**src/rtl/rf_write_arbiter_pkg.sv**
```systemverilog
// Shared definitions for the register-file write arbiter.
// Word/address widths, zero-register index and FSM encodings.
package rf_write_arbiter_pkg;

    localparam int WORDSIZE = 64;
    localparam int ADDR_W   = 5;
    localparam int ZERO_REG = 0;

    typedef enum logic [1:0] {
        S_IDLE = 2'b00,
        S_OWN0 = 2'b01,
        S_OWN1 = 2'b10
    } state_t;

endpackage

```
**src/rtl/rf_write_arbiter_if.sv**
```systemverilog
// Writeback request channel: valid/ready handshake with address and data.
interface rf_write_arbiter_if
    import rf_write_arbiter_pkg::*;
#(
    parameter int AW = ADDR_W,
    parameter int DW = WORDSIZE
);

    logic          valid;
    logic          ready;
    logic [AW-1:0] addr;
    logic [DW-1:0] data;

    modport master (
        output valid,
        output addr,
        output data,
        input  ready
    );

    modport slave (
        input  valid,
        input  addr,
        input  data,
        output ready
    );

endinterface

```
**src/rtl/rf_write_arbiter_picker.sv**
```systemverilog
// Combinational round-robin winner with bounded bursts.
// Kept standalone so the data-memory port arbiter can reuse it.
module rr_burst_picker #(
    parameter int MAX_BURST = 2,
    parameter int CNT_W     = 2
) (
    input  logic             valid0,
    input  logic             valid1,
    input  logic             last_grant,
    input  logic [CNT_W-1:0] burst_cnt,
    output logic             grant,
    output logic             any
);

    always_comb begin
        any   = valid0 | valid1;
        grant = 1'b0;
        unique case (1'b1)
            (valid0 && valid1):
                grant = (burst_cnt < CNT_W'(MAX_BURST)) ?
                        last_grant : ~last_grant;
            (valid1 && !valid0):
                grant = 1'b1;
            default:
                grant = 1'b0;
        endcase
    end

endmodule

```
**src/rtl/rf_write_arbiter.sv**
```systemverilog
// Two-requester register-file write port arbiter with a registered
// write stage; one accepted request per cycle, written the next cycle.
module rf_write_arbiter
    import rf_write_arbiter_pkg::*;
#(
    parameter int WORDSIZE  = rf_write_arbiter_pkg::WORDSIZE,
    parameter int ADDR_W    = rf_write_arbiter_pkg::ADDR_W,
    parameter int MAX_BURST = 2
) (
    input  logic                clk,
    input  logic                rst,
    rf_write_arbiter_if.slave   req0,
    rf_write_arbiter_if.slave   req1,
    output logic                rf_write_enable,
    output logic [ADDR_W-1:0]   rf_write_addr,
    output logic [WORDSIZE-1:0] rf_write_data,
    output logic                grant_id,
    output logic                contended
);

    localparam int CNT_W = $clog2(MAX_BURST + 1);

    state_t              state;
    state_t              state_nxt;
    logic                last_grant;
    logic                last_nxt;
    logic [CNT_W-1:0]    burst_cnt;
    logic [CNT_W-1:0]    cnt_nxt;
    logic                pick;
    logic                any_valid;
    logic                xfer;
    logic [ADDR_W-1:0]   sel_addr;
    logic [WORDSIZE-1:0] sel_data;

    rr_burst_picker #(
        .MAX_BURST (MAX_BURST),
        .CNT_W     (CNT_W)
    ) u_picker (
        .valid0     (req0.valid),
        .valid1     (req1.valid),
        .last_grant (last_grant),
        .burst_cnt  (burst_cnt),
        .grant      (pick),
        .any        (any_valid)
    );

    always_comb begin
        xfer       = !rst && any_valid;
        req0.ready = xfer && !pick;
        req1.ready = xfer && pick;
        sel_addr   = pick ? req1.addr : req0.addr;
        sel_data   = pick ? req1.data : req0.data;
        state_nxt  = S_IDLE;
        last_nxt   = last_grant;
        cnt_nxt    = '0;
        if (xfer) begin
            state_nxt = pick ? S_OWN1 : S_OWN0;
            if (pick == last_grant) begin
                cnt_nxt = (burst_cnt == CNT_W'(MAX_BURST)) ?
                          burst_cnt : burst_cnt + CNT_W'(1);
            end else begin
                cnt_nxt  = CNT_W'(1);
                last_nxt = pick;
            end
        end
    end

    // Writes to the hardwired zero register are accepted but never strobed.
    assign rf_write_enable = (state != S_IDLE) &&
                             (rf_write_addr != ADDR_W'(ZERO_REG));

    always_ff @(posedge clk) begin
        if (rst) begin
            state         <= S_IDLE;
            last_grant    <= 1'b1;
            burst_cnt     <= '0;
            rf_write_addr <= '0;
            rf_write_data <= '0;
            grant_id      <= 1'b0;
            contended     <= 1'b0;
        end else begin
            state      <= state_nxt;
            last_grant <= last_nxt;
            burst_cnt  <= cnt_nxt;
            contended  <= req0.valid && req1.valid;
            if (xfer) begin
                rf_write_addr <= sel_addr;
                rf_write_data <= sel_data;
                grant_id      <= pick;
            end
        end
    end

endmodule

```
**src/flat_wrapper.sv**
```systemverilog
// flat-port wrapper written by rule: the top's interface ports become plain ports
module rf_write_arbiter_flat import rf_write_arbiter_pkg::*;
#(
    parameter int WORDSIZE  = rf_write_arbiter_pkg::WORDSIZE,
    parameter int ADDR_W    = rf_write_arbiter_pkg::ADDR_W,
    parameter int MAX_BURST = 2
)
  (clk, rst, rf_write_enable, rf_write_addr, rf_write_data, grant_id, contended, req0_valid, req0_addr, req0_data, req0_ready, req1_valid, req1_addr, req1_data, req1_ready);
  rf_write_arbiter_if req0_i ();
  rf_write_arbiter_if req1_i ();
  input  logic clk;
  input  logic rst;
  output logic rf_write_enable;
  output logic [ADDR_W-1:0] rf_write_addr;
  output logic [WORDSIZE-1:0] rf_write_data;
  output logic grant_id;
  output logic contended;
  input wire logic [$bits(req0_i.valid)-1:0] req0_valid;
  input wire logic [$bits(req0_i.addr)-1:0] req0_addr;
  input wire logic [$bits(req0_i.data)-1:0] req0_data;
  output wire logic [$bits(req0_i.ready)-1:0] req0_ready;
  input wire logic [$bits(req1_i.valid)-1:0] req1_valid;
  input wire logic [$bits(req1_i.addr)-1:0] req1_addr;
  input wire logic [$bits(req1_i.data)-1:0] req1_data;
  output wire logic [$bits(req1_i.ready)-1:0] req1_ready;
  assign req0_i.valid = req0_valid;
  assign req0_i.addr = req0_addr;
  assign req0_i.data = req0_data;
  assign req0_ready = req0_i.ready;
  assign req1_i.valid = req1_valid;
  assign req1_i.addr = req1_addr;
  assign req1_i.data = req1_data;
  assign req1_ready = req1_i.ready;
  rf_write_arbiter #(.WORDSIZE(WORDSIZE), .ADDR_W(ADDR_W), .MAX_BURST(MAX_BURST)) u_core (.clk(clk), .rst(rst), .req0(req0_i), .req1(req1_i), .rf_write_enable(rf_write_enable), .rf_write_addr(rf_write_addr), .rf_write_data(rf_write_data), .grant_id(grant_id), .contended(contended));
endmodule
```
**config.mk**
```make
export PLATFORM = sky130hd
export DESIGN_NAME = rf_write_arbiter_flat
export DESIGN_NICKNAME = d
export VERILOG_FILES = /design/src/rtl/rf_write_arbiter_pkg.sv /design/src/rtl/rf_write_arbiter_if.sv /design/src/rtl/rf_write_arbiter_picker.sv /design/src/rtl/rf_write_arbiter.sv /design/src/flat_wrapper.sv
export SDC_FILE = /design/constraint.sdc
export NUM_CORES = 1
export LEC_CHECK = 0
export ABC_AREA = 0
export CAP_MARGIN = 20
export CORE_MARGIN = 2
export CORE_UTILIZATION = 32
export DETAILED_ROUTE_END_ITERATION = 8
export PLACE_DENSITY = 0.75
export SYNTH_ARGS = -nofsm -noshare
export SYNTH_HDL_FRONTEND = slang
export SYNTH_SLANG_ARGS = --single-unit
```
**constraint.sdc**
```tcl
create_clock -name clk -period 1.5 [get_ports clk]
set_input_delay 0.225 -clock clk [delete_from_list [all_inputs] [get_ports clk]]
set_output_delay 0.225 -clock clk [all_outputs]
set_load 0.005 [all_outputs]
```
==> results.yml, run 1 <==
outcome:
  status: "finished with violations"
  failed_checks: "negative setup slack"
synthesis:
  syn_area_per_cell_sq_um: 10.9
  synth.distinct_cells: 33
  synth_cells: 291
  netlist_area_sq_um: 3180
  yosys_warnings: 0
  synth_fp_nets: 434
  synth_top_area_cell: "dfxtp_1"
  synth_top_area_share_pct: 47.8
  netlist_top_cells_area: "dfxtp_1, a22o_1, a21o_1"
  ys_ff_latch: 76
  ys_seq_area_share_pct: 47.8
place:
  dp_hpwl_um: 8210
  dp.cells: 635
  port_buffers: 215
  globalplace.congestion: 0.765
  dp_worst_setup_slack_ps: -637
routing:
  drt-total-wl_um: 11500
  drtIter0Drc: 119
  final_antenna_net_count: 0
  drt_first_pass_iters: 4
  detail_route.vias_per_cell: 5.11
  avgRoutedWirePerCell_um: 17.7
  route.vias.total: 3335
  drcViolationCount: 0
critical_path:
  cp_cell_sequence: "or4_4 > o22a_1 > buf_2"
  rrSetupSlack_ps: 20
  timing.rr.start: "u_core.last_grant$_SDFFE_PP1P_"
  cp_max_fo: 2
  crit_type: "flip-flop to output pin"
  r2r_cells: 6
  critPathMaxStageDelay_ps: 540
  cp-end-kind: "output pin"
  cp_slowest_cell: "or4_4"
  worst_r2r_endpoint: "u_core.rf_write_data[62]$_SDFFE_PP0N_"
  worstPathRequired_ps: 1270
  arrival_ps: 1500
  start_kind: "flip-flop"
sta:
  timing.setup.tns_ps: -551
  hold_violations: 0
  tightest_slew_ps: 344
  finalMaxSlewViolations: 0
  finalCritPeriodShare_pct: 115
  fmax_mhz: 580
  relSlewSlack_pct: 77.0
  finalWorstSetupSlack_ps: -225
  period_needed_ps: 1730
  setup_viol: 3
  rsz0062_at_grt: "true"
  finalClockSkew_ps: 6.99
floorplanning:
  io_pins: 216
  die_w_um: 104
  row_count: 36
  die_h_um: 104
  dieArea_sq_um: 10800
  coreArea_sq_um: 9730
  start_util_pct: 32.7
hold_path:
  hold_start: "req1_valid"
  hold_end: "u_core.burst_cnt[1]$_SDFFE_PP0N_"
  min_path_type: "input port to flip-flop"
  holdPathStages: 4
layout:
  layout.nets: 662
  syn_to_final_growth_pct: 83.5
  final_common_cell: "clkdlybuf4s50_1"
  finalNonFillerCells: 653
  n_antenna_cell: 0
  drive_gt1_share_pct: 11.3
  final_cell_mix: "clkdlybuf4s50_1, dfxtp_1, a21o_1"
power:
  p_total_uw: 4970
  power_density_nw_per_um2: 851
  p_leak_uw: 0.00268
  vdd_drop_max_mv: 0.422
global_route:
  antenna_found_initial: 0
  use_met2_pct: 37.3
  met3_usage_pct: 4.78
  grt_util_met1_pct: 22.6
  grt_pass1_wl_um: 17900
  grt_max_degree: 40
  overflow: 0
  grt-busiest-layer: "met2"
  grt_pass1_vias: 3553
  grt_usage_pct: 20.6
clock_tree:
  clkTransAtPathRegs_ps: 70
  cts_buffers: 9
  clkSinkCount: 76
  cts_hold_buf: 0
  clkLatencyLatePin_ps: 340
  cts.path.max_buffers: 2
  cts_tree: "built"
  root_buffer: "clkbuf_8"
  htreeDepth: 3
run:
  cap_violations: 0
-- power by group --
| part | internal (uW) | switching (uW) | leakage (uW) | total, uW |
|---|---|---|---|---|
| clock network | 612 | 699 | 0.0000743 | 1310 |
| logic | 922 | 439 | 0.00198 | 1360 |
| registers | 2200 | 97.9 | 0.000631 | 2300 |
| total | 3730 | 1240 | 0.00268 | 4970 |
-- through the flow --
step	hold slack, ps	util (%)	cell area, sq um
4_1_cts	419	58.8	5720
2_1_floorplan	335	-	3180
3_5_place_dp	533	57.0	5550
3_3_place_gp	529	57.0	5550
5_1_grt	429	60.0	5840
6_report	425	60.0	5840
-- flip-flops by register name, indices dropped and copies added (netlist names) --
register,count
u_core.grant_id,1
u_core.contended,1
u_core.state,2
u_core.rf_write_data,64
u_core.rf_write_addr,5
u_core.last_grant,1
u_core.burst_cnt,2
-- cells by family after synthesis --
kind of cell               count (synthesis)  synth area share [%]
buffers and inverters                     31                  6.29
and+or+nand+nor                           18                  3.38
AOI/OAI and AO/OA                        163                  41.4
adders and majority gates                  1                 0.393
xor gates and xnor gates                   2                 0.786
DFF                                       76                  47.8
-- layout make-up --
type | count | area, sq um
fill | 880 | 3890
timing repair buffer | 245 | 2480
sequential | 76 | 1530
multi-input combinational | 185 | 1510
tap | 133 | 166
clock buffer | 12 | 145
inverter | 2 | 7.51
-- cell usage after synthesis (all sizes together) --
master / number
buf: 22
or4: 1
nand3: 1
o22a: 1
a22oi: 12
nand3b: 1
dfxtp: 76
xnor2: 1
nor2b: 1
ha: 1
a21boi: 1
o21ai: 1
inv: 2
and2: 1
o2bb2ai: 13
a32oi: 1
a22o: 56
a21o: 57
xor2: 1
a2bb2oi: 12
and3b: 2
nor3: 1
nand2: 4
nand2b: 3
a211oi: 2
o21bai: 2
nor2: 3
a21oi: 5
clkbuf: 7
-- worst max-delay path by stage --
| stage | to | depth (start not counted) | startpoint |
|---|---|---|---|
| floorplan | u_core.rf_write_addr[0]$_SDFFE_PP0N_ | 6 | u_core.burst_cnt[1]$_SDFFE_PP0N_ |
| global placement | u_core.rf_write_data[27]$_SDFFE_PP0N_ | 5 | req1_valid |
| detailed placement | u_core.rf_write_data[8]$_SDFFE_PP0N_ | 5 | req1_valid |
| CTS | rf_write_enable | 3 | u_core.rf_write_addr[3]$_SDFFE_PP0N_ |
| global route | rf_write_enable | 3 | u_core.rf_write_addr[3]$_SDFFE_PP0N_ |
| finish | rf_write_enable | 3 | u_core.rf_write_addr[3]$_SDFFE_PP0N_ |
-- worst max-delay path, delay by kind of cell, from the launching register on --
| kind | cells | cell delay (ps) |
|---|---|---|
| AND/OR/NAND/NOR | 1 | 540 |
| flip-flops | 1 | 330 |
| AO/OA/AOI/OAI | 1 | 170 |
| buffers and inverters | 1 | 130 |
-- layer usage --
layer	share of wire (%)	wire length, um	vias to the layer above
met5	0	0	-
met4	2.3	262	0
met3	5.8	666	18
met2	52	6030	130
met1	40	4580	1608
li1	-	-	1579
-- what timing repair did --
item | CTS | global route
pin swaps | 4 | 18
setup endpoints to repair | 75 | 73
resized for setup | 29 | 17
setup buffers | 3 | 2
cloned | 0 | 3
Power figures use the tool's default switching activity.
==> inputs of run 2 (changes only) <==
--- a/config.mk
+++ b/config.mk
@@ -8,9 +8,9 @@
 export ABC_AREA = 0
 export CAP_MARGIN = 20
 export CORE_MARGIN = 2
-export CORE_UTILIZATION = 32
+export CORE_UTILIZATION = 36
 export DETAILED_ROUTE_END_ITERATION = 8
-export PLACE_DENSITY = 0.75
+export PLACE_DENSITY = 0.79
 export SYNTH_ARGS = -nofsm -noshare
 export SYNTH_HDL_FRONTEND = slang
 export SYNTH_SLANG_ARGS = --single-unit
==> constraint.sdc (replaced) <==
create_clock -name clk -period 1.6 [get_ports clk]
set_input_delay 0.24 -clock clk [delete_from_list [all_inputs] [get_ports clk]]
set_output_delay 0.24 -clock clk [all_outputs]
set_load 0.005 [all_outputs]
==> run 2 against run 1 <==
Net effect:
- the flow still finishes with violations (negative setup slack)
- combinational power is 9.6% lower
- clock power is 15% higher
- critical path depth stayed put
- power is 1.8% lower
- non-clock buffer count is 3 lower
- register-to-register slack better by 80 ps
- clock skew is 6.2 ps higher
- critical path type unchanged
- critical endpoint unchanged
- largest cell class unchanged
==> results.yml, run 2 (same netlist as run 1, synthesis figures left out) <==
outcome:
  status: "finished with violations"
  failed_checks: "negative setup slack"
global_route:
  overflow: 0
  antenna_found_initial: 0
  grt_max_degree: 46
  grt_pass1_wl_um: 17000
  grt_usage_pct: 21.8
  grt_pass1_vias: 3399
layout:
  seq_area_sq_um: 1530
  largest_register_ffs: 64
  largest_register: "u_core.rf_write_data"
  n_fill_cell: 698
  fin_area_sq_um: 5750
  drive_gt1_share_pct: 11.5
  final_util_pct: 66.6
  n_antenna_cell: 0
  final_common_cell: "clkdlybuf4s50_1"
  multi_input_area_sq_um: 1490
  layout.nets: 658
  top_regs: "u_core.rf_write_data x64, u_core.rf_write_addr x5"
  finalNonFillerCells: 628
  syn_to_final_growth_pct: 80.7
  final_cell_mix: "clkdlybuf4s50_1, dfxtp_1, a21o_1"
routing:
  drt-total-wl_um: 10900
  detail_route.vias_per_cell: 5.29
  drt_first_pass_iters: 6
  drtIter0Drc: 88
  avgRoutedWirePerCell_um: 17.3
  final_antenna_net_count: 0
  route.vias.total: 3325
  drcViolationCount: 0
critical_path:
  crit_type: "flip-flop to output pin"
  start_kind: "flip-flop"
  cp_max_fo: 2
  crit_family: "simple AND/OR/NAND/NOR gates"
  cp_slowest_cell: "or4_4"
  worstPathRequired_ps: 1360
  cp-end-kind: "output pin"
  arrival_ps: 1490
  cp_cell_sequence: "or4_4 > o22a_1 > buf_2"
  critPathMaxStageDelay_ps: 520
  timing.critical_path.buf_inv: 1
sta:
  rsz0062_at_grt: "true"
  finalWorstSetupSlack_ps: -133
  tightest_slew_ps: 533
  finalCritPeriodShare_pct: 108
  setup_viol: 2
  relSlewSlack_pct: 64.3
  hold_violations: 0
  period_needed_ps: 1730
  finalClockSkew_ps: 13.2
  fmax_mhz: 577
  finalMaxSlewViolations: 0
hold_path:
  min_path_type: "input port to flip-flop"
run:
  cap_violations: 0
clock_tree:
  cts_buffers: 9
  clkTransAtPathRegs_ps: 80
  clkSinkCount: 76
  root_buffer: "clkbuf_8"
  htreeDepth: 3
  cts_tree: "built"
  clkLatencyLatePin_ps: 360
  cts.path.max_buffers: 2
power:
  p_leak_uw: 0.00263
  vdd_drop_max_mv: 0.600
  p_total_uw: 4880
  power_density_nw_per_um2: 848
place:
  dp.cells: 610
  place_area_sq_um: 5500
  dp_hpwl_um: 8060
  dp_worst_setup_slack_ps: -427
  globalplace.congestion: 0.821
  port_buffers: 215
floorplanning:
  dieArea_sq_um: 9610
  die_w_um: 98.0
  die_h_um: 98.0
  start_util_pct: 36.9
  coreArea_sq_um: 8640
  io_pins: 216
  row_count: 34
-- run 2: cell count changes in the layout (fill, tap and decap cells not counted), sizes merged, moves of 2 or more --
cell | before | now
buf | 32 | 30
dlygate4sd2 | 4 | 0
clkbuf | 13 | 9
clkinv | 0 | 3
clkinvlp | 0 | 2
clkdlybuf4s50 | 205 | 211
dlymetal6s2s | 3 | 1
-- run 2: worst register-to-register path, delay by kind of cell, from the launching register on --
kind            cells  cell delay (ps)
xor+xnor            1              200
buf+inv             2              360
compound gates      3              500
flops               1              340
-- run 2: layout make-up --
type	instances	area share [%]
clock buffers	9	2.15
clock inverters	7	1.33
inverters	2	0.131
multi-input cells	184	25.9
flip-flops and latches	76	26.6
well taps	108	2.35
repair buffers	242	41.5
-- run 2: what timing repair did --
| item | CTS | global route |
|---|---|---|
| resized for setup | 21 | 8 |
| pin swaps | 4 | 3 |
| hold buffers | 0 | 0 |
| setup buffers | 0 | 2 |
| setup endpoints to repair | 54 | 59 |
-- run 2: worst paths after layout --
path,start,slack [ps],to,cells after the start
setup reg to reg,u_core.last_grant$_SDFFE_PP1P_,100,u_core.rf_write_data[54]$_SDFFE_PP0N_,6
hold / removal,req0_data[51],450,u_core.rf_write_data[51]$_SDFFE_PP0N_,2
hold reg to reg,u_core.rf_write_data[51]$_SDFFE_PP0N_,540,u_core.rf_write_data[51]$_SDFFE_PP0N_,2
setup / recovery,u_core.rf_write_addr[3]$_SDFFE_PP0N_,-130,rf_write_enable,3
-- run 2: power breakdown --
group | switching, uW | total [uW] | internal (uW) | leakage, uW
clock | 769 | 1500 | 728 | 0.0000958
sequential | 90.3 | 2150 | 2060 | 0.000631
combinational | 391 | 1230 | 840 | 0.00190
total | 1250 | 4880 | 3630 | 0.00263
-- run 2: per-stage QoR --
step,setup TNS (ps),hold slack [ps]
after global placement,-21100,515
after floorplan,0,350
after global routing,-247,432
after CTS,-144,441
final,-147,446
after detailed placement,-24300,533
-- run 2: per-layer routing --
| metal | track usage (%) | wire length (um) |
|---|---|---|
| met3 | 4.87 | 658 |
| met5 | 0 | 0 |
| met1 | 24.8 | 4340 |
| met4 | 7.91 | 283 |
| met2 | 39.9 | 5590 |
